`src/rtl/thread_sequencer.sv`:
```
`default_nettype none
// +--------------------------------------------------------------------------+
// | thread_sequencer: FIFO-buffered ALU micro-instruction to pipeline strobes |
// | Optional WB/RD_A overlap via SEQ_OVERLAP_EN.              Revision: 1.0   |
// +--------------------------------------------------------------------------+
module thread_sequencer #(
  parameter int DEPTH = 4,
  parameter int CNT_W = 8
) (
  input  logic             clk,
  input  logic             rst_n,
  input  logic             in_valid,
  input  logic [7:0]       in_instr,
  output logic             in_ready,
  output logic [1:0]       read_id,
  output logic             en_a,
  output logic             en_b,
  output logic [1:0]       alu_op,
  output logic             en_alu_out,
  output logic             en_write,
  output logic [1:0]       write_id,
  output logic             retire,
  output logic [CNT_W-1:0] retired_cnt,
  output logic             busy
);

  localparam int AW = $clog2(DEPTH);

  typedef enum logic [2:0] {
    IDLE = 3'd0,
    RD_A = 3'd1,
    RD_B = 3'd2,
    LD_B = 3'd3,
    EXEC = 3'd4,
    WB   = 3'd5
  } state_t;

  state_t      state;
  logic [7:0]  mem [DEPTH];
  logic [AW:0] wr_ptr;
  logic [AW:0] rd_ptr;
  logic [7:0]  cur;
  logic [7:0]  head;
  logic        full;
  logic        empty;
  logic        push;
  logic        pop;
  logic        skip_rd_a;

  assign empty = (wr_ptr == rd_ptr);
  assign full  = (wr_ptr[AW] != rd_ptr[AW]) && (wr_ptr[AW-1:0] == rd_ptr[AW-1:0]);
  assign head  = mem[rd_ptr[AW-1:0]];
  assign push  = in_valid && !full;
  assign pop   = !empty && ((state == IDLE) || (state == WB));

`ifdef SEQ_OVERLAP_EN
  // Next rs1 may be read during WB only if it is not the register being written.
  assign skip_rd_a = (state == WB) && !empty && (head[3:2] != cur[5:4]);
`else
  assign skip_rd_a = 1'b0;
`endif

  always_ff @(posedge clk) begin
    if (push) begin
      mem[wr_ptr[AW-1:0]] <= in_instr;
    end
  end

  always_ff @(posedge clk or negedge rst_n) begin
    if (!rst_n) begin
      wr_ptr <= '0;
      rd_ptr <= '0;
    end else begin
      if (push) begin
        wr_ptr <= wr_ptr + 1'b1;
      end
      if (pop) begin
        rd_ptr <= rd_ptr + 1'b1;
      end
    end
  end

  always_ff @(posedge clk or negedge rst_n) begin
    if (!rst_n) begin
      state       <= IDLE;
      cur         <= '0;
      retired_cnt <= '0;
    end else begin
      case (state)
        IDLE: begin
          if (pop) begin
            cur   <= head;
            state <= RD_A;
          end
        end
        RD_A: state <= RD_B;
        RD_B: state <= LD_B;
        LD_B: state <= EXEC;
        EXEC: state <= WB;
        WB: begin
          retired_cnt <= retired_cnt + CNT_W'(1);
          if (pop) begin
            cur   <= head;
            state <= skip_rd_a ? RD_B : RD_A;
          end else begin
            state <= IDLE;
          end
        end
        default: state <= IDLE;
      endcase
    end
  end

  always_comb begin
    read_id    = 2'b00;
    en_a       = 1'b0;
    en_b       = 1'b0;
    alu_op     = 2'b00;
    en_alu_out = 1'b0;
    en_write   = 1'b0;
    write_id   = 2'b00;
    retire     = 1'b0;
    case (state)
      RD_A: read_id = cur[3:2];
      RD_B: begin
        read_id = cur[1:0];
        en_a    = 1'b1;
      end
      LD_B: en_b = 1'b1;
      EXEC: begin
        alu_op     = cur[7:6];
        en_alu_out = 1'b1;
      end
      WB: begin
        en_write = 1'b1;
        write_id = cur[5:4];
        retire   = 1'b1;
        read_id  = skip_rd_a ? head[3:2] : 2'b00;
      end
      default: ;
    endcase
  end

  assign in_ready = !full;
  assign busy     = (state != IDLE) || !empty;

endmodule
`default_nettype wire

```
`config.mk`:
```
export PLATFORM = sky130hd
export DESIGN_NAME = thread_sequencer
export DESIGN_NICKNAME = d
export VERILOG_FILES = /design/src/rtl/thread_sequencer.sv
export SDC_FILE = /design/constraint.sdc
export NUM_CORES = 1
export LEC_CHECK = 0
export CELL_PAD_IN_SITES_DETAIL_PLACEMENT = 1
export CELL_PAD_IN_SITES_GLOBAL_PLACEMENT = 2
export CORE_ASPECT_RATIO = 0.5
export CORE_MARGIN = 2
export CORE_UTILIZATION = 39
export CTS_BUF_LIST = sky130_fd_sc_hd__clkbuf_8 sky130_fd_sc_hd__clkbuf_16
export CTS_CLUSTER_SIZE = 24
export DETAILED_ROUTE_END_ITERATION = 16
export GPL_ROUTABILITY_DRIVEN = 0
export PLACE_DENSITY_LB_ADDON = 0.1
export SYNTH_ARGS = -nofsm -noshare
export SYNTH_HDL_FRONTEND = slang
export SYNTH_SLANG_ARGS = --single-unit
```
`constraint.sdc`:
```
create_clock -name clk -period 2.2 [get_ports clk]
set_input_delay 0.33 -clock clk [delete_from_list [all_inputs] [get_ports clk]]
set_output_delay 0.33 -clock clk [all_outputs]
set_load 0.01 [all_outputs]
```
* Word level (Yosys, flattened, before mapping)
Memory sizes are Yosys's and may differ from the RTL's. A register that Yosys moved wholly into a read port is not among the register bits.
Cells that the tools add are included.
** Cells by class
- Add/sub/neg operators :: 3
- Eq/ne operators :: 9
- Muxes and demuxes :: 12
- Reduce and logical (&&, ||, !) cells :: 12
** Operators with widths (number)
- $pmux 3 s6 :: 1
- $add 8x1->8 const B :: 1
- $mux 1 :: 7
- $add 3x1->3 const B :: 2
- $eq 3x2->1 const B :: 2
- $eq 3x3->1 const B :: 2
- $mux 2 :: 2
- $pmux 2 s2 :: 1
- $eq 3x1->1 const B :: 1
- $eq 3x3->1 :: 1
- $logic_and 1x1->1 :: 3
- $logic_not 1->1 :: 3
- $logic_not 3->1 :: 1
- $mux 3 :: 1
- $reduce_bool 3->1 :: 1
- $eq 2x2->1 :: 1
- $logic_or 1x1->1 :: 2
- $ne 2x2->1 const B :: 1
- $reduce_and 2->1 :: 1
- $reduce_or 2->1 :: 1
- $ne 1x1->1 :: 1
** Storage, ports and cells
- Flip-flop bits (word level) :: 17
- RAM bits :: 32
- Output and inout bits :: 21
- Logic and storage cells :: 41
- Memories :: 1
** Memory list
- mem :: depth 4, bits a word 8, rd ports 1, clocked after Yosys merged registers in 1, wr ports 1, RTL line 39 : logic [7:0] mem [DEPTH];

* Longest topological paths before layout
- Depth after elaboration :: 6
- Gate-level depth with buffers :: 6
- Depth with buffers taken out :: 5

* Worst setup path before layout
Ideal clock, no wire load.
- Kind :: reg-to-reg
- Start point :: reg rd_ptr[1]
- End point :: mem mem[3][0], enable pin
- Library setup time :: 339 ps
- Data arrival time :: 1336 ps
- Slack :: 525 ps
- Stages on the path, launching flop included :: 5
- Period minus slack after synthesis :: 1675 ps
- Cells stage by stage :: dfrtp_1 buf_4 xnor2_2 a31oi_2 and2_1
** Between the ends
- Cells in the longest elaborated chain, start to end :: 6
** Ends and longest elaborated chain
- start, declared :: RTL line 41 : logic [AW:0] rd_ptr;
- start signal, assigned :: RTL line 78 : rd_ptr <= rd_ptr + 1'b1;
- $eq 2x2->1 :: RTL line 51 : assign full = (wr_ptr[AW] != rd_ptr[AW]) && (wr_ptr[AW-1:0] == rd_ptr[AW-1:0]);
- $logic_and 1x1->1 :: RTL line 51
- $logic_not 1->1 :: RTL line 53 : assign push = in_valid && !full;
- $logic_and 1x1->1 :: RTL line 53
- $mux 1 :: RTL line 64 : if (push) begin
- $mux 1 (not written as such) :: RTL line 65 : mem[wr_ptr[AW-1:0]] <= in_instr;
- end, declared :: RTL line 39
No other way between the ends.

* Worst setup path in the final report
- Start point :: reg rd_ptr[2]
- End point :: out busy
** Between the ends
- Cells in the longest elaborated chain, start to end :: 3
** Ends and longest elaborated chain
- $eq 3x3->1 :: RTL line 50 : assign empty = (wr_ptr == rd_ptr);
- $logic_not 1->1 :: RTL line 145 : assign busy = (state != IDLE) || !empty;
- $logic_or 1x1->1 :: RTL line 145
- end, declared :: RTL line 24 : output logic busy
No other way between the ends.

==> results.tsv <==
stage	metric	value	unit
status	status	finished, final reports clean	
global_routing	grt_max_degree	26	
power_and_ir_drop	p_comb_share	36.9	%
floorplan	placeableCoreArea	6080	um^2
floorplan	num_rows	20	
setup_path	crit_arrival	1.75	ns
sta	drv_slew	0	
sta	skew	0.00604	ns
clocking	cts_tree	done	
drt	drtIter0Drc	35	
power_and_ir_drop	pwr-share-seq	35.8	%
sta	setup_ws	0.124	ns
global_routing	antenna_found_initial	0	
flow_run	timing.max_cap.violations	0	
setup_path	cp.required	1.87	ns
power_and_ir_drop	p_leak	1.29	nW
clocking	insertion_delay	0.33	ns
layout	diodes	0	
sta	whs	0.378	ns
power_and_ir_drop	clkPwrFrac	27.3	%
sta	setup_viol_count_final	0	
clocking	root_buffer	clkbuf_16	
synth	synth.most_common_cell	edfxtp_1	
placement	post-dp-hpwl	3120	um
worst_hold_path	hp-class	in -> async	
synth	synth-edff-count	32	
power_and_ir_drop	powerDensity	1480	nW/um^2
global_routing	grt_use_total	15.9	%
sta	hold_violations	0	
drt	wire_per_inst	15.8	um
layout	drive_gt1_share	26.8	%
drt	vias	1390	
synth	synthesis.instances	151	
synth	synth.avg_cell_area	16.2	um^2
layout	nNetsFinal	221	
power_and_ir_drop	p_sw	1.48	mW
synth	synth.net_count	168	
sta	max_freq	482	MHz
power_and_ir_drop	ir_drop	0.000472	V
sta	worstMarginPinSlew	0.339	ns
drt	wirelength	4710	um
layout	fill_cells	602	
synth	yosysTopAreaCellShare	39.2	%
synth	async_reset_ff_share	43.9	%
power_and_ir_drop	swShare	30.8	%
synth	synth-seq-area-share	64.8	%
floorplan	die_x	116	um
floorplan	start_util	40.3	%
synth	synthDistinctLibCells	35	
clocking	clock_path_buffers	2	
global_routing	grt_pass1_wl	7560	um
global_routing	overflow	0	
synth	synth_common_cells	edfxtp_1, dfrtp_1, and2_1	
synth	synth-seq-cells	57	
synth	synth_area_leaders	edfxtp_1, dfrtp_1, mux4_2, mux2_1, ha_1	
clocking	cts_buffers	9	
setup_path	startpoint_type	register	
drt	drcViolationCount	0	
setup_path	path_class	reg -> out	
setup_path	worstPathMaxFanout	3	
placement	pre_cts_slack	0.181	ns
synth	synth-main-ff-cell	edfxtp_1	
synth	syn_area	2450	um^2
layout	area_delta_synth_final	33.1	%
clocking	path_clk_slew	0.05	ns
synth	ys.warnings.count	0	
layout	fin_util	53.6	%
sta	relSlewSlack	77.4	%
sta	post-route-period-util	94.4	%
placement	io_buffer_count	31	
clocking	htreeDepth	3	
floorplan	die_area	6970	um^2
power_and_ir_drop	p_total	4.82	mW
drt	ant_nets	0	
sta	fin_crit	2.08	ns
floorplan	ios	32	
drt	vias_per_cell	4.68	
sta	setup-tns-final	0	ns
power_and_ir_drop	intPower	3.33	mW
synth	yosysTopAreaCell	edfxtp_1	
global_routing	grt_pass1_vias	1458	
setup_path	critPathCaptureType	output port	
floorplan	die_h	60.0	um
drt	drtPass1Iterations	3	
clocking	clkSinkCount	57	
## layout make-up
| class | count | area [um^2] | share of cell area, % |
|---|---|---|---|
| clock buffer | 9 | 225 | 6.90 |
| multi-input combinational | 83 | 812 | 24.9 |
| inverter | 3 | 11.3 | 0.345 |
| timing repair buffer | 50 | 449 | 13.8 |
| tap | 88 | 110 | 3.38 |
| clock inverter | 7 | 62.6 | 1.92 |
| sequential | 57 | 1590 | 48.8 |
## cells by family after synthesis
logic type,after synthesis,share of synthesized area [%]
AOI/OAI and AO/OA,7,2.45
xor gates and xnor gates,16,6.64
adders and majority gates,6,3.06
buffers and inverters,11,2.66
DFF,57,64.8
muxes,19,12.4
and+or+nand+nor,35,8.07
## critical path: stages, from the launching register on
cell,delay [ns]
dfrtp_2,0.44
xnor2_2,0.20
nand3_1,0.10
or4_1,0.39
dlygate4sd2_1,0.29
## placed cells by master (no fill, tap or decap), types with 2 or more instances in the layout
master and instances:
nand2_1 3, nand3_1 5, clkdlybuf4s50_1 30, mux2_1 8, dfrtp_1 21, edfxtp_1 32
a22oi_1 2, clkinv_1 2, xnor2_1 5, xor2_1 7, buf_4 18, nor2b_1 2
mux2_2 2, clkbuf_16 9, dfrtp_2 4, and2_1 9, nand2b_1 2, inv_1 4
xnor2_2 4, nor2_1 6, ha_1 6, mux4_2 8
## final timing paths
check	from	slack, ns	depth (start not counted)	to
setup / recovery	rd_ptr[2]	0.12	4	busy
hold / removal	rst_n	0.38	2	state[2]
setup reg to reg	wr_ptr[1]	0.45	5	mem[3][3]
hold reg to reg	retired_cnt[7]	0.47	1	retired_cnt[7]
max in group asynchronous	rst_n	1.55	2	rd_ptr[2]
min in group clk	retired_cnt[7]	0.47	1	retired_cnt[7]
## state kept, by name, summed over array words and instances (netlist names)
register,cells
rd_ptr,3
cur,8
state,3
wr_ptr,3
retired_cnt,8
mem,32
## per-stage QoR
stage                     std cells  cell area (um^2)
final                           297              3260
after global routing            297              3260
after CTS                       292              3220
after detailed placement        275              2910
after global placement          275              2910
after floorplan                 151              2450
## routing by layer
metal	share of wire (%)	vias to the layer above	global-route usage [%]	wire length [um]
li1	-	657	-	-
met1	46	697	19.0	2160
met2	47	30	25.1	2210
met3	5.7	6	7.30	270
met4	1.4	0	7.14	65
met5	0	-	0	0
## power by group through the flow
stage | clock [mW] | combinational, mW | sequential, mW
final | 1.32 | 1.78 | 1.72
after global placement | 0 | 1.67 | 1.72
after detailed placement | 0 | 1.70 | 1.74
after floorplan | 0 | 1.17 | 1.65
after global routing | 1.40 | 1.96 | 1.77
after CTS | 1.36 | 1.74 | 1.74
## repair_timing
| action | CTS | global route |
|---|---|---|
| hold buffers | 0 | 0 |
| gates cloned | 0 | 0 |
| hold endpoints to repair | 0 | 0 |
| setup endpoints to repair | 7 | 6 |
| setup buffers | 1 | 5 |
| resized for setup | 6 | 2 |
Power figures use the tool's default switching activity.
==> RTL edit (same flow settings) <==
Change the parameter `DEPTH` from 4 to 8.
--- a/src/rtl/thread_sequencer.sv
+++ b/src/rtl/thread_sequencer.sv
@@ -5,5 +5,5 @@
 // +--------------------------------------------------------------------------+
 module thread_sequencer #(
-  parameter int DEPTH = 4,
+  parameter int DEPTH = 8,
   parameter int CNT_W = 8
 ) (
Formal check against the unedited RTL: not equivalent (Yosys sat finds a counterexample within 10 cycles, from zero or initial values and one cycle with rst_n low).
==> RTL edit against the unedited design <==
  * Worst setup slack lost 0.29 ns
  * Total power grew 38%
  * Critical path depth is the same
  * Register-to-register slack lost 0.34 ns
  * Final cell count grew 40%
  * Sequential cell count grew 34
  * Area after synthesis grew 54%
  * Worst hold slack lost 0.0098 ns
  * Routed wire length grew 59%
  * Sequential power grew 45%
  * Clock power grew 16%
  * Design area grew 45%
  * Global-route usage shrank 0.084 points
  * Highest routed layer unchanged
  * Largest cell class unchanged
  * Clock skew grew 0.0013 ns
  * The run now ends with negative setup slack left
==> RTL edit: results (changes against the unedited design) <==
\begin{tabular}{lr}
\hline
Metric & Value \\
\hline
\multicolumn{2}{l}{\textbf{Logic synthesis}} \\
\quad Top cells by instance count after synthesis & 64 x edfxtp\_1, 27 x dfrtp\_1, 16 x mux4\_2, 11 x mux2\_2, 10 x xnor2\_1 \\
\quad Number of distinct library cells after synthesis & 38 (+8.6\%) \\
\quad Cells after synthesis & 220 (+46\%) \\
\quad Cells taking the most area after synthesis & edfxtp\_1 51\%, dfrtp\_1 18\%, mux4\_2 9.6\%, mux2\_2 3.3\%, xnor2\_1 2.3\% \\
\quad Share of synthesized flip-flops with an asynchronous set or reset & 0.297 (-0.142) \\
\quad Number of enable-type register cells in the synthesized netlist & 64 (+100\%) \\
\quad Seq/Total Area, Yosys & 0.689 (+0.0412) \\
\quad Mapped Nets & 234 (+39\%) \\
\multicolumn{2}{l}{\textbf{CTS}} \\
\quad Register clock-pin slew on the reported worst setup and hold paths & 0.07 ns (+0.02 ns) \\
\multicolumn{2}{l}{\textbf{Drt}} \\
\quad Amount of wire on met3 after detailed routing & 356 um (+32\%) \\
\quad First-pass detailed-route iteration total & 4 (+1) \\
\quad Post-Route WL & 7500 um (+59\%) \\
\quad Routed length on met2 & 3590 um (+62\%) \\
\quad Metal1 wirelength & 3450 um (+60\%) \\
\multicolumn{2}{l}{\textbf{Setup path}} \\
\quad Slowest-stage cell, CP & or4b\_4 \\
\quad Biggest fanout along the worst timing path & 2 (-1) \\
\quad Delay of the slowest critical-path stage & 0.55 ns (+0.11 ns) \\
\quad Critical R2R Launch & rd\_ptr[0]\$\_DFFE\_PN0P\_ \\
\quad Endpoint of the worst-slack reg-to-reg timing path & cur[6]\$\_DFFE\_PN0P\_ \\
\quad Endpoint arrival time on the critical path & 2.04 ns (+0.29 ns) \\
\quad Worst reg2reg setup slack & 0.11 ns (-0.34 ns) \\
\multicolumn{2}{l}{\textbf{Placement}} \\
\quad Placed Area & 0.00435 mm2 (+49\%) \\
\quad Placed Cells & 396 (+44\%) \\
\multicolumn{2}{l}{\textbf{Timing}} \\
\quad Accumulated negative setup slack & -0.170 ns (-0.170 ns) \\
\quad Worst slew margin relative to its limit & 0.629 (-0.145) \\
\quad Worst-case setup margin in the final layout & -0.170 ns (-0.294 ns) \\
\quad Post-Route Skew & 0.00730 ns (+0.00126 ns) \\
\quad Setup violation total in the final timing report & 1 (+1) \\
\multicolumn{2}{l}{\textbf{Cells and area}} \\
\quad FILL cells & 900 (+50\%) \\
\quad Layout Cells excl Fill & 417 (+40\%) \\
\quad Largest register FFs & 64 (+100\%) \\
\multicolumn{2}{l}{\textbf{Power}} \\
\quad P\_sw & 2.20 mW (+48\%) \\
\quad Clock group & 1.53 mW (+16\%) \\
\quad IR Drop Worst-Case VDD & 0.483 mV (+2.3\%) \\
\multicolumn{2}{l}{\textbf{Run status}} \\
\quad Failing checks & negative setup slack \\
\quad Outcome & finished, violations left \\
\multicolumn{2}{l}{\textbf{Global route}} \\
\quad Met2 layer usage reported by global route & 0.259 (+0.00744) \\
\quad Total routing resource utilization after global routing & 0.158 (-0.000839) \\
\hline
\end{tabular}
==> RTL edit: cell count changes after synthesis, moves of 5 or more <==
cell	unedited run	this run
mux2_2	2	11
mux4_2	8	16
edfxtp_1	32	64
and2_1	9	4
nor3_1	0	5
mux2_1	8	0
==> RTL edit: cell type report <==
type	instances	area [um2]	area share
Clock buffer	9	225	0.0475
Clock inverter	7	80.1	0.0169
Inverter	2	7.51	0.00158
Multi-Input combinational cell	115	1140	0.240
Sequential cell	91	2600	0.549
Tap cell	135	169	0.0357
Timing Repair Buffer	58	517	0.109
==> RTL edit: logic make-up (layout without fill, tap and decap cells) <==
family | after synthesis | in the layout | synth area share
mux | 31 | 31 | 0.139
simple gates | 50 | 50 | 0.0743
flops | 91 | 91 | 0.689
xor+xnor | 17 | 17 | 0.0395
buf+inv | 14 | 76 | 0.0212
fa+ha+maj | 3 | 3 | 0.00995
compound gates | 14 | 14 | 0.0272
